File: config.mk
export PLATFORM = sky130hd
export DESIGN_NAME = instr_fetch_flat
export DESIGN_NICKNAME = d
export VERILOG_FILES = /design/src/rtl/instr_fetch_if.sv /design/src/rtl/instr_fetch.sv /design/src/flat_wrapper.sv
export SDC_FILE = /design/constraint.sdc
export NUM_CORES = 2
export LEC_CHECK = 0
export ABC_CLOCK_PERIOD_IN_PS = 11400
export CAP_MARGIN = 30
export CORE_UTILIZATION = 55
export DETAILED_ROUTE_END_ITERATION = 7
export GPL_ROUTABILITY_DRIVEN = 0
export GPL_TIMING_DRIVEN = 0
export PLACE_DENSITY = 0.75
export SYNTH_ARGS = -nofsm -noshare
export SYNTH_HDL_FRONTEND = slang
export SYNTH_SLANG_ARGS = --single-unit
File: constraint.sdc
create_clock -name clk -period 11.4 [get_ports clk]
set_clock_uncertainty 0.15 [all_clocks]
set_input_delay 1.14 -clock clk [delete_from_list [all_inputs] [get_ports clk]]
set_output_delay 1.14 -clock clk [all_outputs]
set_load 0.05 [all_outputs]
File: src/rtl/instr_fetch_if.sv
// Load port and fetch-presentation bundle for instr_fetch.
// The loader/consumer side uses the master modport; instr_fetch uses slave.
interface instr_fetch_if #(
  parameter int AW = 6
) ();
  logic          ld_valid;
  logic [31:0]   ld_data;
  logic          ld_last;
  logic          ld_ready;
  logic [31:0]   instr;
  logic          insmsb;
  logic [5:0]    func;
  logic [AW-1:0] pc;
  logic          instr_valid;
  logic          halted;
  logic [AW:0]   prog_len;

  modport master (
    output ld_valid, ld_data, ld_last,
    input  ld_ready, instr, insmsb, func, pc, instr_valid, halted, prog_len
  );

  modport slave (
    input  ld_valid, ld_data, ld_last,
    output ld_ready, instr, insmsb, func, pc, instr_valid, halted, prog_len
  );
endinterface

File: src/rtl/instr_fetch.sv
// Program loader and fetch sequencer feeding controlunit.
// Words are streamed into a local instruction memory while IDLE; start
// presents them one per unstalled cycle until a halt word or the last word.
module instr_fetch #(
  parameter int         DEPTH     = 64,
  parameter int         AW        = 6,
  parameter logic [5:0] HALT_FUNC = 6'b111111
) (
  input  logic        clk,
  input  logic        rst_n,
  input  logic        clear,
  input  logic        start,
  input  logic        stall,
  instr_fetch_if.slave bus
);
  typedef enum logic [1:0] {S_IDLE, S_RUN, S_HALT} state_t;

  localparam logic [AW:0] LP_DEPTH = (AW+1)'(DEPTH);

  state_t        r_state;
  logic [31:0]   r_mem [DEPTH];
  logic [31:0]   r_instr;
  logic [AW-1:0] r_pc;
  logic          r_valid;
  logic          r_halted;
  logic          r_loaded;
  logic [AW:0]   r_len;

  logic          w_ready;
  logic          w_beat;
  logic          w_is_halt;
  logic          w_last;
  logic          w_start_ok;
  logic [AW-1:0] w_pc_nxt;

  // prog_len doubles as the write pointer; it saturates at DEPTH because
  // ld_ready drops there, so the memory index never wraps.
  assign w_ready    = (r_state == S_IDLE) && !r_loaded && (r_len < LP_DEPTH);
  assign w_beat     = bus.ld_valid && w_ready;
  assign w_is_halt  = !r_instr[31] && (r_instr[5:0] == HALT_FUNC);
  assign w_last     = ({1'b0, r_pc} == (r_len - 1'b1));
  // A start that collides with an accepted load beat is dropped so the
  // program cannot begin while it is still being written.
  assign w_start_ok = start && (r_len != '0) && !w_beat;
  assign w_pc_nxt   = r_pc + 1'b1;

  // Instruction memory write port; contents survive reset and clear.
  always_ff @(posedge clk) begin
    if (rst_n && !clear && w_beat) begin
      r_mem[r_len[AW-1:0]] <= bus.ld_data;
    end
  end

  // Load/run/halt sequencer with registered instruction read.
  always_ff @(posedge clk) begin
    if (!rst_n) begin
      r_state  <= S_IDLE;
      r_instr  <= '0;
      r_pc     <= '0;
      r_valid  <= 1'b0;
      r_halted <= 1'b0;
      r_loaded <= 1'b0;
      r_len    <= '0;
    end else if (clear) begin
      r_state  <= S_IDLE;
      r_valid  <= 1'b0;
      r_halted <= 1'b0;
      r_loaded <= 1'b0;
      r_len    <= '0;
    end else begin
      case (r_state)
        S_IDLE: begin
          if (w_beat) begin
            r_len <= r_len + 1'b1;
            if (bus.ld_last) begin
              r_loaded <= 1'b1;
            end
          end else if (w_start_ok) begin
            r_instr <= r_mem[0];
            r_pc    <= '0;
            r_valid <= 1'b1;
            r_state <= S_RUN;
          end
        end
        S_RUN: begin
          if (!stall) begin
            if (w_is_halt || w_last) begin
              r_valid  <= 1'b0;
              r_halted <= 1'b1;
              r_state  <= S_HALT;
            end else begin
              r_pc    <= w_pc_nxt;
              r_instr <= r_mem[w_pc_nxt];
            end
          end
        end
        S_HALT: begin
          if (w_start_ok) begin
            r_instr  <= r_mem[0];
            r_pc     <= '0;
            r_valid  <= 1'b1;
            r_halted <= 1'b0;
            r_state  <= S_RUN;
          end
        end
        default: begin
          r_state <= S_IDLE;
        end
      endcase
    end
  end

  assign bus.ld_ready    = w_ready;
  assign bus.instr       = r_instr;
  assign bus.insmsb      = r_instr[31];
  assign bus.func        = r_instr[5:0];
  assign bus.pc          = r_pc;
  assign bus.instr_valid = r_valid;
  assign bus.halted      = r_halted;
  assign bus.prog_len    = r_len;
endmodule

File: src/flat_wrapper.sv
// flat-port wrapper written by rule: the top's interface ports become plain ports
module instr_fetch_flat 
#(
  parameter int         DEPTH     = 64,
  parameter int         AW        = 6,
  parameter logic [5:0] HALT_FUNC = 6'b111111
)
  (clk, rst_n, clear, start, stall, bus_ld_valid, bus_ld_data, bus_ld_last, bus_ld_ready, bus_instr, bus_insmsb, bus_func, bus_pc, bus_instr_valid, bus_halted, bus_prog_len);
  instr_fetch_if #(.AW(AW)) bus_i ();
  input  logic clk;
  input  logic rst_n;
  input  logic clear;
  input  logic start;
  input  logic stall;
  input wire logic [$bits(bus_i.ld_valid)-1:0] bus_ld_valid;
  input wire logic [$bits(bus_i.ld_data)-1:0] bus_ld_data;
  input wire logic [$bits(bus_i.ld_last)-1:0] bus_ld_last;
  output wire logic [$bits(bus_i.ld_ready)-1:0] bus_ld_ready;
  output wire logic [$bits(bus_i.instr)-1:0] bus_instr;
  output wire logic [$bits(bus_i.insmsb)-1:0] bus_insmsb;
  output wire logic [$bits(bus_i.func)-1:0] bus_func;
  output wire logic [$bits(bus_i.pc)-1:0] bus_pc;
  output wire logic [$bits(bus_i.instr_valid)-1:0] bus_instr_valid;
  output wire logic [$bits(bus_i.halted)-1:0] bus_halted;
  output wire logic [$bits(bus_i.prog_len)-1:0] bus_prog_len;
  assign bus_i.ld_valid = bus_ld_valid;
  assign bus_i.ld_data = bus_ld_data;
  assign bus_i.ld_last = bus_ld_last;
  assign bus_ld_ready = bus_i.ld_ready;
  assign bus_instr = bus_i.instr;
  assign bus_insmsb = bus_i.insmsb;
  assign bus_func = bus_i.func;
  assign bus_pc = bus_i.pc;
  assign bus_instr_valid = bus_i.instr_valid;
  assign bus_halted = bus_i.halted;
  assign bus_prog_len = bus_i.prog_len;
  instr_fetch #(.DEPTH(DEPTH), .AW(AW), .HALT_FUNC(HALT_FUNC)) u_core (.clk(clk), .rst_n(rst_n), .clear(clear), .start(start), .stall(stall), .bus(bus_i));
endmodule
## Word level (Yosys, flattened, before mapping)

Memories as Yosys holds them, arrays and structs flattened.
Cells that the tools add are included.

- Add/sub/neg operators: 3
- Multiply operators: 0
- Div/mod/pow operators: 0
- Order comparisons: 1
- Equal/unequal tests: 9
- Shifts and indexed selects: 0
- Multiplexer cells: 26
- Bitwise operators: 2
- Reduce and logical (&&, ||, !) cells: 24

Operators with widths:

| cell | count |
|---|---|
| $mux 32 | 4 |
| $pmux 32 s3 | 1 |
| $mux 6 | 4 |
| $pmux 6 s3 | 1 |
| $mux 1 | 9 |
| $logic_and 1x1->1 | 8 |
| $mux 2 | 4 |
| $reduce_and 4->1 | 2 |
| $add 7x1->7 const B | 1 |
| $eq 6x7->1 | 1 |
| $lt 7x7->1 const B | 1 |
| $reduce_bool 7->1 | 1 |
| $sub 7x1->7 const B | 1 |
| $add 6x1->6 const B | 1 |
| $eq 6x6->1 const B | 1 |
| $ne 2x2->1 const B | 3 |
| $pmux 2 s3 | 1 |
| $reduce_and 3->1 | 2 |
| $reduce_and 5->1 | 1 |
| $logic_not 1->1 | 4 |
| $ne 2x1->1 const B | 2 |
| $pmux 1 s3 | 1 |
| $reduce_bool 3->1 | 1 |
| $eq 2x1->1 const B | 1 |
| 8 further kinds | 9 |

- Register bits after elaboration: 50
- Bits in latches: 0
- RAM bits: 2048
- Bits in read-only memories: 0
- Logic and storage cells: 73
- Memories kept: 1

Memories:

| name | words | width | read ports | clocked after memory_dff | write ports | RTL line | source |
|---|---|---|---|---|---|---|---|
| u_core.r_mem | 64 | 32 | 2 | 0 | 1 | instr_fetch.sv:21 | `logic [31:0] r_mem [DEPTH];` |

## Depth between registers and ports, before layout

- Depth after elaboration: 9
- Depth in mapped cells: 12

## Worst setup path after synthesis

Ideal clock, no wire load.

- Path kind: register to register
- Start: register u_core.r_len[6], in the netlist u_core.bus.prog_len[6]
- End: memory u_core.r_mem[39][0] (enable)
- Setup time: 0.461 ns
- Arrival: 5.254 ns
- Data required time: 10.789 ns
- Path slack: 5.535 ns
- Stages on the path, launching flop included: 6
- Period minus slack after synthesis: 5.865 ns
- Cell sequence: dfxtp_1 -> nor4_1 -> and2_1 -> buf_1 -> nand4_1 -> nor3_1

- Cells in the longest elaborated chain, start to end: 6

RTL lines:

| element | RTL line | source |
|---|---|---|
| start: declaration | instr_fetch.sv:27 | `logic [AW:0] r_len;` |
| start signal: assignment | instr_fetch.sv:74 | `r_len <= r_len + 1'b1;` |
| $lt 7x7->1 | instr_fetch.sv:38 | `assign w_ready = (r_state == S_IDLE) && !r_loaded && (r_len < LP_DEPTH);` |
| $logic_and 1x1->1 | instr_fetch.sv:38 |  |
| named net bus_ld_ready | flat_wrapper.sv:18 | `output wire logic [$bits(bus_i.ld_ready)-1:0] bus_ld_ready;` |
| $logic_and 1x1->1 | instr_fetch.sv:39 | `assign w_beat = bus.ld_valid && w_ready;` |
| $logic_and 1x1->1 | instr_fetch.sv:49 | `if (rst_n && !clear && w_beat) begin` |
| $mux 1 | instr_fetch.sv:49 |  |
| $mux 1 (implied by the code) | instr_fetch.sv:50 | `r_mem[r_len[AW-1:0]] <= bus.ld_data;` |
| end: declaration | instr_fetch.sv:21 |  |

The timed path passes the listed nets, and every way through them passes these cells.

## Worst setup path after layout

- Start: register u_core.r_pc[1], in the netlist u_core.bus.pc[1]
- End: register u_core.r_instr[15], in the netlist u_core.bus.instr[15]

- Cells in the longest elaborated chain, start to end: 5

RTL lines:

| element | RTL line | source |
|---|---|---|
| start: declaration | instr_fetch.sv:23 | `logic [AW-1:0] r_pc;` |
| start signal: assignment | instr_fetch.sv:92 | `r_pc <= w_pc_nxt;` |
| $add 6x1->6 | instr_fetch.sv:45 | `assign w_pc_nxt = r_pc + 1'b1;` |
| $mem_v2 64x32 | - |  |
| $mux 32 | instr_fetch.sv:87 | `if (w_is_halt \|\| w_last) begin` |
| $mux 32 | instr_fetch.sv:86 | `if (!stall) begin` |
| $pmux 32 s3 | instr_fetch.sv:71 | `case (r_state)` |
| end signal: assignment | instr_fetch.sv:79 | `r_instr <= r_mem[0];` |
| end signal: assignment | instr_fetch.sv:93 | `r_instr <= r_mem[w_pc_nxt];` |
| end signal: assignment | instr_fetch.sv:99 | `r_instr <= r_mem[0];` |
| end: declaration | instr_fetch.sv:22 | `logic [31:0] r_instr;` |

Parallel ways exist; a longest one is shown, timed or not. The select of a mux whose other input is x is not followed.
A chain may end at the register's enable or synchronous reset.

==> metrics.md <==
| Metric | Value |
|---|---|
| Status | `finished with violations` |
| Failing checks | `DRC` |
| Post-detail-place hpwl | `150000 µm` |
| Leading cell types in the layout, fill and taps excluded | `sky130_fd_sc_hd__edfxtp_1, sky130_fd_sc_hd__mux4_2, sky130_fd_sc_hd__clkbuf_16` |
| Total setup violations reported at the end of the flow | `0` |
| Pre-CTS setup slack | `around 6.3 ns` |
| Global-route total usage across every layer | `31.7%` |
| Asr flop ratio synth | `0%` |
| Startpoint of the worst setup timing path | `u_core.bus.pc[1]$_SDFFE_PN0P_` |
| Net Count, Synth | `3636` |
| Startpoint of the most critical register-to-register path | `u_core.bus.pc[1]$_SDFFE_PN0P_` |
| Overall die height | `around 390 µm` |
| Crit path buf inv count | `4` |
| Number of distinct library cells after synthesis | `66` |
| Endpoint of the worst-slack reg-to-reg timing path | `u_core.bus.instr[15]$_SDFFE_PN0P_` |
| CTS buffer count | `199` |
| Relative max-transition margin | `22.0%` |
| CTS tree | `yes` |
| Number of clock sinks | `2098` |
| Post-route setup slack | `6.45 ns` |
| Net count of the finished layout | `4040` |
| Global-route wire length before repair | `320000 µm` |
| Top_reg_cell synth | `sky130_fd_sc_hd__edfxtp_1` |
| Pwr per Cell Area | `163 nW/µm²` |
| Number of design rule violations left after detail routing | `1` |
| Setup TNS | `0 ns` |
| Worst path depth | `11` |
| Worst IR Drop VDD | `0.157 mV` |
| Leakage power total | `roughly 29 nW` |
| Initial Util | `55.5%` |
| Period utilisation layout | `43.4%` |
| Floorplan core area | `146000 µm²` |
| Measured slew at the worst slew-check pin | `1.17 ns` |
| Setup repair after global routing missed its margin | `false` |
| Hold-fix buffer count after cts | `0` |
| Inst Count DP | `5710` |
| Number of buffers on the longest clock path | `3` |
| Worst R2R Setup Slack | `6.45 ns` |
| CTS root buffer | `sky130_fd_sc_hd__clkbuf_16` |
| Post-synthesis instance area | `80900 µm²` |
| Sequential fraction of the synthesis area | `77.3%` |
| Slew Viols, Final | `0` |
| Antenna viol nets, final | `0` |
| Element type at the critical path start | `flip-flop` |
| Syn Inst Count | `about 3.6k` |
| Die span in x | `385 µm` |
| Post-synthesis register bit count | `between 2k and 2.5k` |
| Detailed-routing iteration count for the pre-antenna-repair pass | `8` |
| Critical path destination | `u_core.bus.instr[15]$_SDFFE_PN0P_` |
| Via count of the first global-routing pass | `41.9k` |
| Die footprint | `149000 µm²` |
| Post-Layout Cell Count | `6085` |
| Number of max-capacitance violations reported | `0` |
| Post-cts sizing count | `0` |
| Final critical delay including setup and external delays | `between 4 and 5 ns` |
| Multi-input gate area in the final layout | `17600 µm²` |
| Maximum number of pins on one net before global-route repair | `65` |
| Required time at the endpoint of the critical path | `12.01 ns` |
| Kind of path behind the tightest hold check | `flip-flop to flip-flop` |
| FF-to-FF path depth | `11` |
| Maximum level of the CTS H-tree | `4` |
| Kind of capture point of the worst setup path | `flip-flop` |
| Final-report hold violation count | `0` |
| Crit-path max FO | `10` |
| Layout-stage area growth over the synthesis result | `14.9%` |
| Share of the core filled with cells in the final layout | `63.7%` |
| Count of port buffers added during placement | `93` |
| Max Freq | `202 MHz` |
| Final WL | `233000 µm` |
| CP max-delay cell | `sky130_fd_sc_hd__dfxtp_1` |
| Post-CTS repair timing setup buffer count | `0` |
| Mean cell area of the mapped netlist | `22.5 µm²` |
| Violation count after the first detailed-route iteration | `7181` |
| Leading cell type in the layout, fill and taps excluded | `sky130_fd_sc_hd__edfxtp_1` |
| Fraction of layout cells with a size suffix above 1 | `29.5%` |
| Vias after detailed routing | `around 43k` |
| Cell Chain, Critical Path | `ha_1 > buf_4 > xor2_2 > buf_4 > buf_2 > buf_2 > nand2_1 > a32oi_1 > a21oi_1 > or3_1 > a31oi_1` |
| Clock-pin slew on the worst setup and hold paths | `0.06 ns` |
| Residual overflow from global routing | `0` |
| Hold Path Origin | `u_core.r_loaded$_SDFFE_PP0P_` |
| Number of fill cells | `9286` |
| Clock insertion delay at the later pin of the skew report | `between 0.8 and 0.9 ns` |
| Wire per inst | `38.3 µm` |
| Top cell family by delay on the critical path | `buffers and inverters` |
| Area occupied by registers | `62500 µm²` |
| Number of rows created at floorplan | `140` |
| Warning count from the yosys run | `0` |
| Average via count per standard cell | `6.99` |
| Max stage delay on crit path | `0.71 ns` |
| I/O pins | `between 90 and 100` |
| Number of enable flip-flop cells after synthesis | `2048` |
| Type of the worst setup path | `flip-flop to flip-flop` |
| Initial antenna violation count | `6` |
| Data arrival, critical path | `around 5.6 ns` |
[per-stage QoR]
| step | total power, W | cell area, µm² | hold slack (ns) |
|---|---|---|---|
| after floorplan | 0.00866 | 80900 | 0.287 |
| after global placement | 0.00883 | 84200 | 0.304 |
| after detailed placement | 0.00884 | 86600 | 0.315 |
| after CTS | 0.0151 | 92800 | 0.327 |
| after global routing | 0.0154 | 92900 | 0.370 |
| final | 0.0151 | 92900 | 0.326 |
[cells in the mapped netlist, types with 3 or more instances]
| cell | count | area (µm²) |
|---|---|---|
| sky130_fd_sc_hd__edfxtp_1 | 2048 | 61500 |
| sky130_fd_sc_hd__mux4_2 | 562 | 12700 |
| sky130_fd_sc_hd__nand2_1 | 140 | 526 |
| sky130_fd_sc_hd__buf_2 | 97 | 485 |
| sky130_fd_sc_hd__mux2i_1 | 91 | 911 |
| sky130_fd_sc_hd__nor2_1 | 89 | 334 |
| sky130_fd_sc_hd__o22ai_1 | 61 | 382 |
| sky130_fd_sc_hd__clkbuf_1 | 50 | 188 |
| sky130_fd_sc_hd__dfxtp_1 | 50 | 1000 |
| sky130_fd_sc_hd__o21ai_0 | 40 | 200 |
| sky130_fd_sc_hd__a31oi_1 | 37 | 231 |
| sky130_fd_sc_hd__buf_4 | 35 | 263 |
| sky130_fd_sc_hd__a21oi_1 | 32 | 160 |
| sky130_fd_sc_hd__or3_1 | 29 | 181 |
| sky130_fd_sc_hd__a32oi_1 | 26 | 228 |
| sky130_fd_sc_hd__nand3_1 | 25 | 125 |
| sky130_fd_sc_hd__buf_6 | 17 | 191 |
| sky130_fd_sc_hd__mux2_2 | 16 | 180 |
| sky130_fd_sc_hd__nor2b_1 | 12 | 75.1 |
| sky130_fd_sc_hd__buf_1 | 10 | 37.5 |
| sky130_fd_sc_hd__o211ai_1 | 9 | 67.6 |
| sky130_fd_sc_hd__o21a_1 | 9 | 67.6 |
| sky130_fd_sc_hd__xnor2_1 | 9 | 78.8 |
| sky130_fd_sc_hd__nor3_1 | 8 | 40.0 |
| sky130_fd_sc_hd__nand4_1 | 7 | 43.8 |
| sky130_fd_sc_hd__xor2_1 | 7 | 61.3 |
| sky130_fd_sc_hd__inv_1 | 6 | 22.5 |
| sky130_fd_sc_hd__nand2b_1 | 6 | 37.5 |
| sky130_fd_sc_hd__and3_1 | 4 | 25.0 |
| sky130_fd_sc_hd__ha_1 | 4 | 50.1 |
| sky130_fd_sc_hd__nand2_2 | 4 | 25.0 |
| sky130_fd_sc_hd__nand3b_1 | 4 | 30.0 |
| sky130_fd_sc_hd__o2111ai_1 | 4 | 35.0 |
| sky130_fd_sc_hd__a21boi_0 | 3 | 22.5 |
| sky130_fd_sc_hd__a32o_1 | 3 | 30.0 |
| sky130_fd_sc_hd__and2_1 | 3 | 18.8 |
| sky130_fd_sc_hd__or3b_2 | 3 | 26.3 |
[worst reg2reg max path: cells and delay by family (launching register included)]
| kind | cells | cell delay [ns] |
|---|---|---|
| flops | 1 | 0.71 |
| simple gates | 2 | 0.58 |
| fa+ha+maj | 1 | 0.28 |
| buf+inv | 4 | 1.44 |
| compound gates | 3 | 1.17 |
| xor+xnor | 1 | 0.55 |
[registers in the layout (all words and copies together) (netlist names)]
register and flops:
u_core.bus.halted 1, u_core.bus.instr 32, u_core.bus.pc 6, u_core.r_mem 2048
u_core.r_state 2, u_core.bus.instr_valid 1, u_core.r_loaded 1, u_core.bus.prog_len 7
[report_power, final]
part / total, W / internal (W) / leakage [nW] / switching, W
sequential: 0.00847 / 0.00846 / 18.8 / 0.00000730
combinational: 0.000211 / 0.0000435 / 6.66 / 0.000168
clock: 0.00642 / 0.00355 / 3.05 / 0.00287
total: 0.0151 / 0.0121 / 28.5 / 0.00304
[how the worst min path moves through the flow]
stage                                   endpoint  slack, ns  depth (start not counted)
2_1_floorplan       u_core.r_loaded$_SDFFE_PP0P_       0.29                          2
3_3_place_gp        u_core.r_loaded$_SDFFE_PP0P_       0.30                          2
3_5_place_dp        u_core.r_loaded$_SDFFE_PP0P_       0.32                          2
4_1_cts        u_core.bus.instr[16]$_SDFFE_PN0P_       0.33                          2
5_1_grt             u_core.r_loaded$_SDFFE_PP0P_       0.37                          2
6_report            u_core.r_loaded$_SDFFE_PP0P_       0.33                          2
[cells by family (layout without fill, tap and decap cells)]
group | after synthesis | count (layout) | share of synthesized area [%]
DFF | 2098 | 2098 | 77.3
muxes | 669 | 669 | 17.0
and+or+nand+nor | 344 | 344 | 1.96
AOI/OAI and AO/OA | 243 | 243 | 1.97
buffers and inverters | 217 | 783 | 1.51
xor gates and xnor gates | 18 | 18 | 0.214
adders and majority gates | 4 | 4 | 0.0619
other | 0 | 9 | 0
[layer usage]
metal | track usage (%) | share of wire (%) | up-vias
met5 | 0 | 0.062 | -
met4 | 17.1 | 6.4 | 12
met3 | 10.4 | 14 | 749
met2 | 47.5 | 46 | 3622
met1 | 41.4 | 34 | 22100
li1 | - | - | 16000
[final cells by class]
class                      instances  share of cell area [%]
antenna                            9                  0.0242
buffer                           211                    1.29
clock buffer                     273                    5.81
clock inverter                    90                   0.893
inverter                           6                  0.0242
multi-input combinational       1278                    19.0
sequential                      2098                    67.3
tap                             1917                    2.58
timing repair buffer             203                    3.12
Power figures use the tool's default switching activity.
